===== src/rtl/router_fsm_nport.sv =====
`default_nettype none
// ============================================================================
//  Module      : router_fsm_nport
//  Description : Control FSM for the router packet-input path, generalised to
//                NUM_PORTS destination FIFOs. Decodes the header address,
//                sequences header/payload/parity writes into the selected
//                FIFO, handles FIFO-full stalls, per-port soft reset, waits
//                for a busy FIFO to drain, and drops packets that are
//                addressed to a port that does not exist.
//  Revision    : 1.0 - initial release
// ----------------------------------------------------------------------------
//  Ports
//    clk            in   rising-edge clock
//    resetn         in   asynchronous active-low reset
//    pkt_valid      in   source presents packet bytes
//    data_in        in   header address field (ADDR_W)
//    parity_done    in   parity byte has been written
//    low_pkt_valid  in   registered pkt_valid from the register block
//    fifo_full      in   full flag of the selected FIFO
//    fifo_empty     in   per-FIFO empty flags (NUM_PORTS)
//    soft_reset     in   per-FIFO soft-reset requests (NUM_PORTS)
//    busy           out  stall request to the source
//    detect_add     out  state is DECODE_ADDRESS
//    lfd_state      out  state is LOAD_FIRST_DATA
//    ld_state       out  state is LOAD_DATA
//    laf_state      out  state is LOAD_AFTER_FULL
//    full_state     out  state is FIFO_FULL_STATE
//    write_en_reg   out  write strobe to the register/FIFO path
//    rst_int_reg    out  state is CHECK_PARITY_ERROR
//    dest_port      out  latched destination index (ADDR_W)
//    addr_err       out  one-cycle pulse on entry to DROP_PACKET
// ============================================================================
module router_fsm_nport #(
   parameter int NUM_PORTS = 3,
   parameter int ADDR_W    = 2
) (
   input  logic                 clk,
   input  logic                 resetn,
   input  logic                 pkt_valid,
   input  logic [ADDR_W-1:0]    data_in,
   input  logic                 parity_done,
   input  logic                 low_pkt_valid,
   input  logic                 fifo_full,
   input  logic [NUM_PORTS-1:0] fifo_empty,
   input  logic [NUM_PORTS-1:0] soft_reset,
   output logic                 busy,
   output logic                 detect_add,
   output logic                 lfd_state,
   output logic                 ld_state,
   output logic                 laf_state,
   output logic                 full_state,
   output logic                 write_en_reg,
   output logic                 rst_int_reg,
   output logic [ADDR_W-1:0]    dest_port,
   output logic                 addr_err
);

   // Number of codes the address field can express.
   localparam int c_NUM_ADDR = 1 << ADDR_W;
   // NUM_PORTS one bit wider than the address so the range compare is exact.
   localparam logic [ADDR_W:0] c_NUM_PORTS_EXT = (ADDR_W+1)'(NUM_PORTS);

   // ------------------------------------------------------------------------
   // Elaboration-time parameter checks
   // ------------------------------------------------------------------------
   if (NUM_PORTS < 2 || NUM_PORTS > 8) begin : g_bad_num_ports
      $error("router_fsm_nport: NUM_PORTS must be in 2..8");
   end

   if (c_NUM_ADDR < NUM_PORTS) begin : g_bad_addr_w
      $error("router_fsm_nport: 2**ADDR_W must be >= NUM_PORTS");
   end

   typedef enum logic [3:0] {
      ST_DECODE   = 4'd0,
      ST_LFD      = 4'd1,
      ST_LD       = 4'd2,
      ST_FULL     = 4'd3,
      ST_LAF      = 4'd4,
      ST_LP       = 4'd5,
      ST_CPE      = 4'd6,
      ST_WTE      = 4'd7,
      ST_DROP     = 4'd8
   } state_t;

   state_t            r_state;
   state_t            w_next;
   logic [ADDR_W-1:0] r_dest_port;
   logic              r_addr_err;

   // Per-port flags widened to every address code, so that indexing with a
   // full ADDR_W value never runs off the end. Unused codes read as 0.
   logic [c_NUM_ADDR-1:0] w_empty_pad;
   logic [c_NUM_ADDR-1:0] w_sreset_pad;

   for (genvar gi = 0; gi < c_NUM_ADDR; gi++) begin : g_pad
      if (gi < NUM_PORTS) begin : g_port
         assign w_empty_pad[gi]  = fifo_empty[gi];
         assign w_sreset_pad[gi] = soft_reset[gi];
      end else begin : g_unused
         assign w_empty_pad[gi]  = 1'b0;
         assign w_sreset_pad[gi] = 1'b0;
      end
   end

   logic w_addr_bad;
   logic w_hdr_accept;
   logic w_enter_drop;
   logic w_soft_rst;

   assign w_addr_bad   = ({1'b0, data_in} >= c_NUM_PORTS_EXT);
   assign w_hdr_accept = (r_state == ST_DECODE) && pkt_valid;
   assign w_enter_drop = w_hdr_accept && w_addr_bad;
   // Soft reset only matters while a FIFO is actually owned by this packet.
   assign w_soft_rst   = w_sreset_pad[r_dest_port]
                         && (r_state != ST_DECODE)
                         && (r_state != ST_DROP);

   // ------------------------------------------------------------------------
   // State register, destination latch and drop pulse
   // ------------------------------------------------------------------------
   always_ff @(posedge clk or negedge resetn) begin
      if (!resetn) begin
         r_state     <= ST_DECODE;
         r_dest_port <= '0;
         r_addr_err  <= 1'b0;
      end else begin
         r_state    <= w_next;
         r_addr_err <= w_enter_drop;
         if (w_hdr_accept) begin
            r_dest_port <= data_in;
         end
      end
   end

   // ------------------------------------------------------------------------
   // Next-state logic
   // ------------------------------------------------------------------------
   always_comb begin
      w_next = r_state;
      case (r_state)
         ST_DECODE: begin
            if (pkt_valid) begin
               // Range check first: fifo_empty is never consulted for a
               // nonexistent port.
               if (w_addr_bad) begin
                  w_next = ST_DROP;
               end else if (w_empty_pad[data_in]) begin
                  w_next = ST_LFD;
               end else begin
                  w_next = ST_WTE;
               end
            end
         end
         ST_LFD: begin
            w_next = ST_LD;
         end
         ST_LD: begin
            if (fifo_full) begin
               w_next = ST_FULL;
            end else if (!pkt_valid) begin
               w_next = ST_LP;
            end
         end
         ST_FULL: begin
            if (!fifo_full) begin
               w_next = ST_LAF;
            end
         end
         ST_LAF: begin
            if (parity_done) begin
               w_next = ST_DECODE;
            end else if (low_pkt_valid) begin
               w_next = ST_LD;
            end else begin
               w_next = ST_LP;
            end
         end
         ST_LP: begin
            w_next = ST_CPE;
         end
         ST_CPE: begin
            if (fifo_full) begin
               w_next = ST_FULL;
            end else begin
               w_next = ST_DECODE;
            end
         end
         ST_WTE: begin
            if (w_empty_pad[r_dest_port]) begin
               w_next = ST_LFD;
            end
         end
         ST_DROP: begin
            if (!pkt_valid) begin
               w_next = ST_DECODE;
            end
         end
         default: begin
            w_next = ST_DECODE;
         end
      endcase

      if (w_soft_rst) begin
         w_next = ST_DECODE;
      end
   end

   // ------------------------------------------------------------------------
   // Moore outputs
   // ------------------------------------------------------------------------
   always_comb begin
      busy         = 1'b0;
      detect_add   = 1'b0;
      lfd_state    = 1'b0;
      ld_state     = 1'b0;
      laf_state    = 1'b0;
      full_state   = 1'b0;
      write_en_reg = 1'b0;
      rst_int_reg  = 1'b0;
      case (r_state)
         ST_DECODE: detect_add = 1'b1;
         ST_LFD: begin
            lfd_state = 1'b1;
            busy      = 1'b1;
         end
         ST_LD: begin
            ld_state     = 1'b1;
            write_en_reg = 1'b1;
         end
         ST_FULL: begin
            full_state = 1'b1;
            busy       = 1'b1;
         end
         ST_LAF: begin
            laf_state    = 1'b1;
            busy         = 1'b1;
            write_en_reg = 1'b1;
         end
         ST_LP: begin
            busy         = 1'b1;
            write_en_reg = 1'b1;
         end
         ST_CPE: begin
            rst_int_reg = 1'b1;
            busy        = 1'b1;
         end
         ST_WTE: busy = 1'b1;
         // Dropped packets drain at full rate with no write strobe.
         ST_DROP: busy = 1'b0;
         default: detect_add = 1'b0;
      endcase
   end

   assign dest_port = r_dest_port;
   assign addr_err  = r_addr_err;

endmodule
`default_nettype wire


===== config.mk =====
export PLATFORM = sky130hd
export DESIGN_NAME = router_fsm_nport
export DESIGN_NICKNAME = d
export VERILOG_FILES = /design/src/rtl/router_fsm_nport.sv
export SDC_FILE = /design/constraint.sdc
export NUM_CORES = 1
export LEC_CHECK = 0
export ABC_AREA = 1
export BUFFER_PORTS_ARGS = -buffer_cell sky130_fd_sc_hd__buf_2
export CAP_MARGIN = 25
export CORE_MARGIN = 3
export CORE_UTILIZATION = 40
export DETAILED_ROUTE_END_ITERATION = 7
export PLACE_DENSITY = 0.69
export SLEW_MARGIN = 25
export SYNTH_ARGS = -nofsm -noshare
export SYNTH_HDL_FRONTEND = slang
export SYNTH_SLANG_ARGS = --single-unit

===== constraint.sdc =====
create_clock -name clk -period 1.7 [get_ports clk]
set_input_delay 0.17 -clock clk [delete_from_list [all_inputs] [get_ports clk]]
set_output_delay 0.17 -clock clk [all_outputs]
set_load 0.02 [all_outputs]

* After elaboration in Yosys (flattened, before gate mapping)
Cells that the tools add are included.
W data, S select, Z words.
** Operators by class
- Bitwise logic cells :: 0
- $lt $le $gt $ge :: 3
- Shifts and indexed selects :: 0
- Equal/unequal tests :: 14
- Multiplexer cells :: 27
- $mul :: 0
- Reduce and logical (&&, ||, !) cells :: 9
- $add $sub $neg :: 0
- Div/mod/pow operators :: 0
** Operators with widths (number)
- $pmux W4 S9 :: 1
- $mux W4 :: 8
- $eq A4 B3 Y1 const B :: 4
- $ne A3 B3 Y1 const B :: 4
- $mux W1 :: 11
- $mux W3 :: 3
- $eq A4 B2 Y1 const B :: 2
- $ne A4 B4 Y1 const B :: 2
- $bmux W1 S2 :: 3
- $lt A2 B3 Y1 const B :: 2
- $reduce_or A6 Y1 :: 1
- $reduce_and A5 Y1 :: 1
- $eq A4 B1 Y1 const B :: 1
- $eq A4 B4 Y1 const B :: 1
- $logic_and A1 B1 Y1 :: 4
- $logic_not A4 Y1 :: 1
- $reduce_bool A4 Y1 :: 1
- $reduce_or A3 Y1 :: 1
- $ge A2 B2 Y1 const B :: 1
- $mux W2 :: 1
** Storage, ports and cells
- Bits in latches :: 0
- RAM bits :: 0
- Logic and storage cells :: 56
- Register bits after elaboration :: 7
- Output and inout bits :: 11
- Bits in read-only memories :: 0
- Memories kept :: 0

* Depth between registers and ports, before layout
Gate-level depths: netlist of the first run.
- Depth in word-level cells :: 7
- Depth in mapped cells :: 9
- Mapped depth without buffers :: 9

* Worst setup path before layout of the first run
Ideal clock, no wire load.
- Kind :: register -> register
- Start point :: register r_state[0]
- End point :: register r_state[0]
- Library setup time :: 0.118 ns
- Cell stages (with the launch flop) :: 8
- Period minus slack after synthesis :: 1.358 ns
- Data required time :: 1.582 ns
- Path slack :: 0.342 ns
- Data arrival time :: 1.241 ns
- Path through :: dfrtp_1 nand2_1 nor3_2 nand2_1 nand3_1 nand2_1 nand3_1 nand2_1
** Between the ends
- Cells in the longest elaborated chain, start to end :: 5
** Ends and longest elaborated chain
- from (decl) :: RTL line 86 : state_t r_state;
- from (signal assigned) :: RTL line 128 : r_state <= w_next;
- $reduce_bool A4 Y1 :: RTL line 116 : && (r_state != ST_DECODE)
- $logic_and A1 B1 Y1 :: RTL line 116
- $logic_and A1 B1 Y1 :: RTL line 117 : && (r_state != ST_DROP);
- $ne A4 B4 Y1 (no line) or $ne A3 B3 Y1 (tied branches)
- $reduce_and A5 Y1 (no line)
Several ways; a longest one is shown, not always the timed one.
A chain may end at the register's enable or synchronous reset.

* Final worst setup path of the first run
- Start point :: register r_state[1]
- End point :: output port write_en_reg
** Between the ends
- Cells in the longest elaborated chain, start to end :: 3
** Ends and longest elaborated chain
- $eq A4 B3 Y1 or $eq A4 B2 Y1 (tied branches) :: RTL line 221 : case (r_state)
- $reduce_or A3 Y1 (no line) *
- $mux W1 * :: RTL line 221
- to (decl) :: RTL line 52 : output logic write_en_reg,
Every way passes the cells marked *; elsewhere a longest branch is shown, timed or not.

==> flow_metrics.tcl, run 1 <==
set metrics [dict create \
    drv_cap 0 \
    synth_top_cell_area_share 0.275 \
    cp-end-kind "primary output" \
    power_mw 1.28 \
    final.setup_skew_ns 0.000318 \
    p_int_uw 581 \
    rsz0062_at_grt "no" \
    final_nets 157 \
    critPathSlowestCell "dfrtp_1" \
    cp.arrival_ns 1.35 \
    switching_share 0.545 \
    initial_core_util 0.456 \
    antenna_found_initial 0 \
    netlist_area_um2 638 \
    fin_area_um2 813 \
    p_clk_frac 0.117 \
    viasPerCell 4.99 \
    synth-warning-count 0 \
    globalplace.congestion 0.906 \
    dieArea_um2 2110 \
    numCtsBuffers 3 \
    ctsResizeCount 0 \
    drive_above_1_share 0.225 \
    clock_latency_ns 0.25 \
    synth_cell_type_count 15 \
    rows 13 \
    fin_worst_hold_slack_ns 0.183 \
    firstDrtPassIters 4 \
    combPwrFrac 0.642 \
    outcome "finished, final reports clean" \
    start_kind "flop" \
    ctsHoldBuffers 1 \
    timing.setup.tns_ns 0 \
    grt_usage 0.192 \
    io_pins 25 \
    cp_max_fo 6 \
    coreArea_um2 1400 \
    numPlacedInstances 152 \
    finalCritPeriodShare 0.896 \
    cp_data_required_time_ns 1.53 \
    overflow 0 \
    die_x_um 45.9 \
    clock_path_buffers 2 \
    fmax_ghz 0.656 \
    routed_wl_um 1670 \
    grt_max_degree 9 \
    synth_top_cell_by_area "dfrtp_1" \
    p_seq_frac 0.241 \
    relSlewSlack 0.813 \
    htreeDepth 1 \
    drc 0 \
    power.density_nw_per_um2 1570 \
    cts_tree "built" \
    grt_pass1_wl_um 2890 \
    setup_viol_count_final 0 \
    dp_hpwl_um 1410 \
    ys_ff_latch 7 \
    detail-route-antenna-nets 0 \
    hold_viol_final 0 \
    root_buffer "clkbuf_4" \
    clock_sinks 7 \
    power.net_switching_uw 696 \
    synth_cells 113 \
    post_drt_wl_per_cell_um 10.7 \
    ys_seq_area_frac 0.275 \
    cts.clk_slew.worst_paths_ns 0.05 \
    grt_pass1_vias 678 \
    layout.cells.non_filler 157 \
    num_vias 783 \
    slew_viol_final 0 \
    syn-num-nets 127 \
    port_buffers 24 \
    drt_iter0_markers 25 \
    synth_area_per_cell_um2 5.65 \
    crit_chain "inv_1 > nor2_1 > nand2_1 > o21ai_0 > buf_2" \
    slowest_delay_ns 0.45 \
    syn2layout_area_growth_pct 27.5 \
    diodes 0 \
    p_leak_nw 0.522 \
    post_cts_buffers 0 \
    crit_type "reg2out" \
    ir_drop_v 0.000797 \
    worst_slew_pin_slew_ns 0.281 \
    place_area_um2 777 \
    synth_area_leaders "dfrtp_1 (27%), nand2_1 (21%), inv_1 (14%)" \
    fin_crit_ns 1.52 \
    die_h_um 45.9 \
    hold_path.class "in2reg" \
]
Yosys cell counts, drive strengths merged:
cell    number
o21ai        5
nand3b       1
o22ai        1
nor3         2
dfrtp        7
nor2        17
o211ai       1
nand3       17
a21oi        1
inv         23
nand4        3
nand2       35
registers in the layout, summed over array words and instances, names as in the netlist:
signal / cells
r_state: 4
addr_err: 1
dest_port: 2
routing by layer:
metal | GRT usage | routed length (um) | vias to the layer above
met5 | 0 | 0 | -
met1 | 0.282 | 815 | 337
met2 | 0.275 | 741 | 28
li1 | - | - | 413
met3 | 0.0119 | 77 | 5
met4 | 0.102 | 40 | 0
worst max-delay path: cells and delay by family, from the launching register on:
family	cells	cell delay, ns
flops	1	0.45
simple gates	2	0.28
buf+inv	2	0.29
compound gates	1	0.08
power by group through the flow:
stage	logic, mW	clock network (mW)	registers (mW)
after floorplan	0.565	0	0.324
after global placement	0.811	0	0.307
after detailed placement	0.816	0	0.308
after CTS	0.820	0.156	0.307
after global routing	0.937	0.165	0.318
final	0.820	0.150	0.308
layout make-up:
cell class                 instances  area (um^2)
sequential                         7          175
timing repair buffer              25          130
multi-input combinational         83          377
inverter                          23         86.3
tap                               15         18.8
fill                             146          586
clock buffer                       4         26.3
worst paths after layout:
kind	startpoint	to	slack, ns	cells past startpoint
max	r_state[1]	write_en_reg	0.18	5
min reg2reg	dest_port[1]	dest_port[1]	0.64	2
min	data_in[0]	dest_port[0]	0.18	3
max in group asynchronous	resetn	dest_port[0]	1.27	2
max reg2reg	r_state[3]	r_state[0]	0.20	8
min in group asynchronous	resetn	r_state[2]	0.27	2
layout by cell type, fill, tap and decap left out:
cell type and instances:
o21ai_2 1, inv_1 23, o22ai_1 1, nor3_2 1
dlygate4sd3_1 1, dfrtp_1 7, clkbuf_4 3, nand3b_1 1
nand2_1 35, nor3_1 1, nor2_2 3, o21ai_0 4
nand4_1 3, o211ai_1 1, nand3_1 17, buf_2 24
clkbuf_1 1, a21oi_1 1, nor2_1 14
through the flow:
stage | util | setup WS, ns
final | 0.581 | 0.176
after global routing | 0.581 | 0.0454
after CTS | 0.581 | 0.170
after detailed placement | 0.555 | 0.234
after global placement | 0.555 | 0.237
after floorplan | - | 0.342
logic make-up after synthesis:
family,share of synthesized area
AND/OR/NAND/NOR,0.516
buffers and inverters,0.135
AO/OA/AOI/OAI,0.0745
flip-flops,0.275
(Power assumes the default switching activity.)
==> run 2, diff against run 1 <==
Settings changed: ABC_AREA 1 to default.
==> flow_metrics.tcl, run 2 <==
set metrics [dict create \
    timing.setup.tns_ns 0 \
    p_seq_frac 0.212 \
    cp_max_fo 2 \
    synth-async-reset-ratio 1.00 \
    synth_top_family_by_area "simple AND/OR/NAND/NOR gates" \
    firstDrtPassIters 3 \
    globalplace.congestion 0.780 \
    root_buffer "clkbuf_4" \
    relSlewSlack 0.744 \
    overflow 0 \
    synth_top_cell_area_share 0.290 \
    detail-route-antenna-nets 0 \
    dieArea_um2 2010 \
    synthSimpleGateAreaFrac 0.389 \
    max_flop_register "r_state" \
    syn2layout_area_growth_pct 39.1 \
    synth-warning-count 0 \
    die_x_um 44.9 \
    ys_seq_area_frac 0.290 \
    switching_share 0.461 \
    fmax_ghz 0.593 \
    grt_pass1_wl_um 2590 \
    startpoint "r_state[1]" \
    combPwrFrac 0.676 \
    diodes 0 \
    cp_data_required_time_ns 1.88 \
    hold_path.startpoint "data_in[0]" \
    synth_common_cells "nor2_1 (11), dfrtp_1 (7), nand2_1 (6)" \
    synth_cells 76 \
    synth_mux_area_frac 0.0890 \
    routed_wl_um 1510 \
    largest_register_ffs 4 \
    power.net_switching_uw 609 \
    grt_pass1_vias 619 \
    numCtsBuffers 3 \
    fin_worst_hold_slack_ns 0.200 \
    syn-num-nets 90 \
    clock_path_buffers 2 \
    p_clk_frac 0.112 \
    drt_iter0_markers 10 \
    cts.clk_slew.worst_paths_ns 0.05 \
    viasPerCell 5.45 \
    worst_slew_pin_slew_ns 0.383 \
    p_leak_nw 0.413 \
    drc 0 \
    synthFlopType "dfrtp_1" \
    ir_drop_v 0.000811 \
    slowest_delay_ns 0.53 \
    synth_compound_area_frac 0.184 \
    synth_area_per_cell_um2 7.95 \
    start_kind "flop" \
    fin_crit_ns 1.69 \
    synth_cell_type_count 31 \
    hold_viol_final 0 \
    mostFrequentLayoutCell "buf_2" \
    final.setup_skew_ns 0.00188 \
    ys_ff_latch 7 \
    setup_viol_count_final 0 \
    worst-path-buf-inv 0 \
    drv_cap 0 \
    coreArea_um2 1370 \
    cp.arrival_ns 1.86 \
    post_drt_wl_per_cell_um 12.5 \
    num_vias 660 \
    r2r_start "r_state[1]" \
    htreeDepth 1 \
    dp_hpwl_um 1190 \
    outcome "finished, final reports clean" \
    cts_tree "built" \
    hold_path.class "in2reg" \
    die_h_um 44.9 \
    cpLargestDelayFamily "simple AND/OR/NAND/NOR gates" \
    initial_core_util 0.442 \
    synth_most_common_cell "nor2_1" \
    netlist_area_um2 604 \
    rsz0062_at_grt "yes" \
    port_buffers 24 \
    antenna_found_initial 0 \
    grt_usage 0.169 \
    synth_fa_ha_area_frac 0 \
    cp-end-kind "flop" \
    synth-xor-area-share 0.0145 \
    io_pins 25 \
    final_nets 121 \
    slew_viol_final 0 \
    synth_top_cell_by_area "dfrtp_1" \
    clock_sinks 7 \
    rows 13 \
    grt_max_degree 17 \
    finalCritPeriodShare 0.991 \
    synth_edf_count 0 \
    drive_above_1_share 0.396 \
    power.density_nw_per_um2 1570 \
    p_int_uw 713 \
    layout_common_cells "buf_2 (22), nor2_1 (11), buf_4 (7)" \
    critPathSlowestCell "or4b_4" \
    crit_chain "or4b_4 > or3_4 > a41o_1 > a21oi_2" \
    synth_area_leaders "dfrtp_1 (29%), nor2_1 (6.8%), mux2_2 (5.6%)" \
    crit_type "reg2reg" \
    clock_latency_ns 0.25 \
]
run 2: cell count changes in the layout (fill, tap and decap cells not counted), sizes merged, moves of 4 or more:
cell / change
a21oi: +5
nor2: -6
nor2b: +4
nand2: -29
nand3: -15
inv: -22
buf: +5
run 2: final timing paths:
| check | end | slack, ns | depth (start not counted) |
|---|---|---|---|
| worst max register to register | r_state[2] | 0.01 | 4 |
| min in group asynchronous | r_state[3] | 0.28 | 2 |
| worst min register to register | dest_port[0] | 0.63 | 1 |
| worst min-delay path | addr_err | 0.20 | 3 |
| max in group asynchronous | r_state[1] | 1.26 | 2 |
| worst max-delay path | r_state[2] | 0.01 | 4 |
run 2: power groups by stage:
stage                     sequential (mW)  combinational [mW]  clock, mW
after floorplan                     0.335               0.561          0
after global placement              0.281               0.843          0
after detailed placement            0.285               0.846          0
after CTS                           0.282               0.854      0.155
after global routing                0.296               0.980      0.159
final                               0.281               0.893      0.148
run 2: final cells by class:
class	count	area, um^2
fill	126	526
inverter	1	3.75
sequential	7	176
tap	15	18.8
timing repair buffer	30	173
multi-input combinational	64	443
clock buffer	4	26.3
run 2: per-stage QoR:
step	std cells	power (mW)	instance area (um^2)	util	worst slack, ns
floorplan	76	0.896	621	-	0.00943
global placement	115	1.12	773	0.566	0.0438
detailed placement	115	1.13	773	0.566	0.0286
CTS	120	1.29	810	0.592	0.0155
global route	121	1.44	841	0.615	-0.0320
finish	121	1.32	841	0.615	0.0145
run 2: what timing repair did:
item,in CTS,in global routing
hold buffers,1,0
setup buffers,0,1
hold endpoints to repair,7,0
gates resized for setup,0,5
endpoints found under the setup margin,0,3
run 2: logic make-up (layout without fill, tap and decap cells):
family                    count (synthesis)  after routing
AOI/OAI and AO/OA                        16             16
xor gates and xnor gates                  1              1
buffers and inverters                     5             35
DFF                                       7              7
muxes                                     5              5
and+or+nand+nor                          42             42
run 2: routing by layer:
layer	up-vias	global-route usage	share of wire	wire length [um]
met5	-	0	0	0
met4	0	0.0526	0.0079	12
met3	2	0.0239	0.040	61
met2	13	0.287	0.49	739
met1	304	0.222	0.46	699
li1	341	-	-	-
run 2: worst reg2reg max path, stage by stage (launching register included):
cell and delay (ns):
dfrtp_2 0.39, or4b_4 0.53, or3_4 0.34, a41o_1 0.25, a21oi_2 0.11
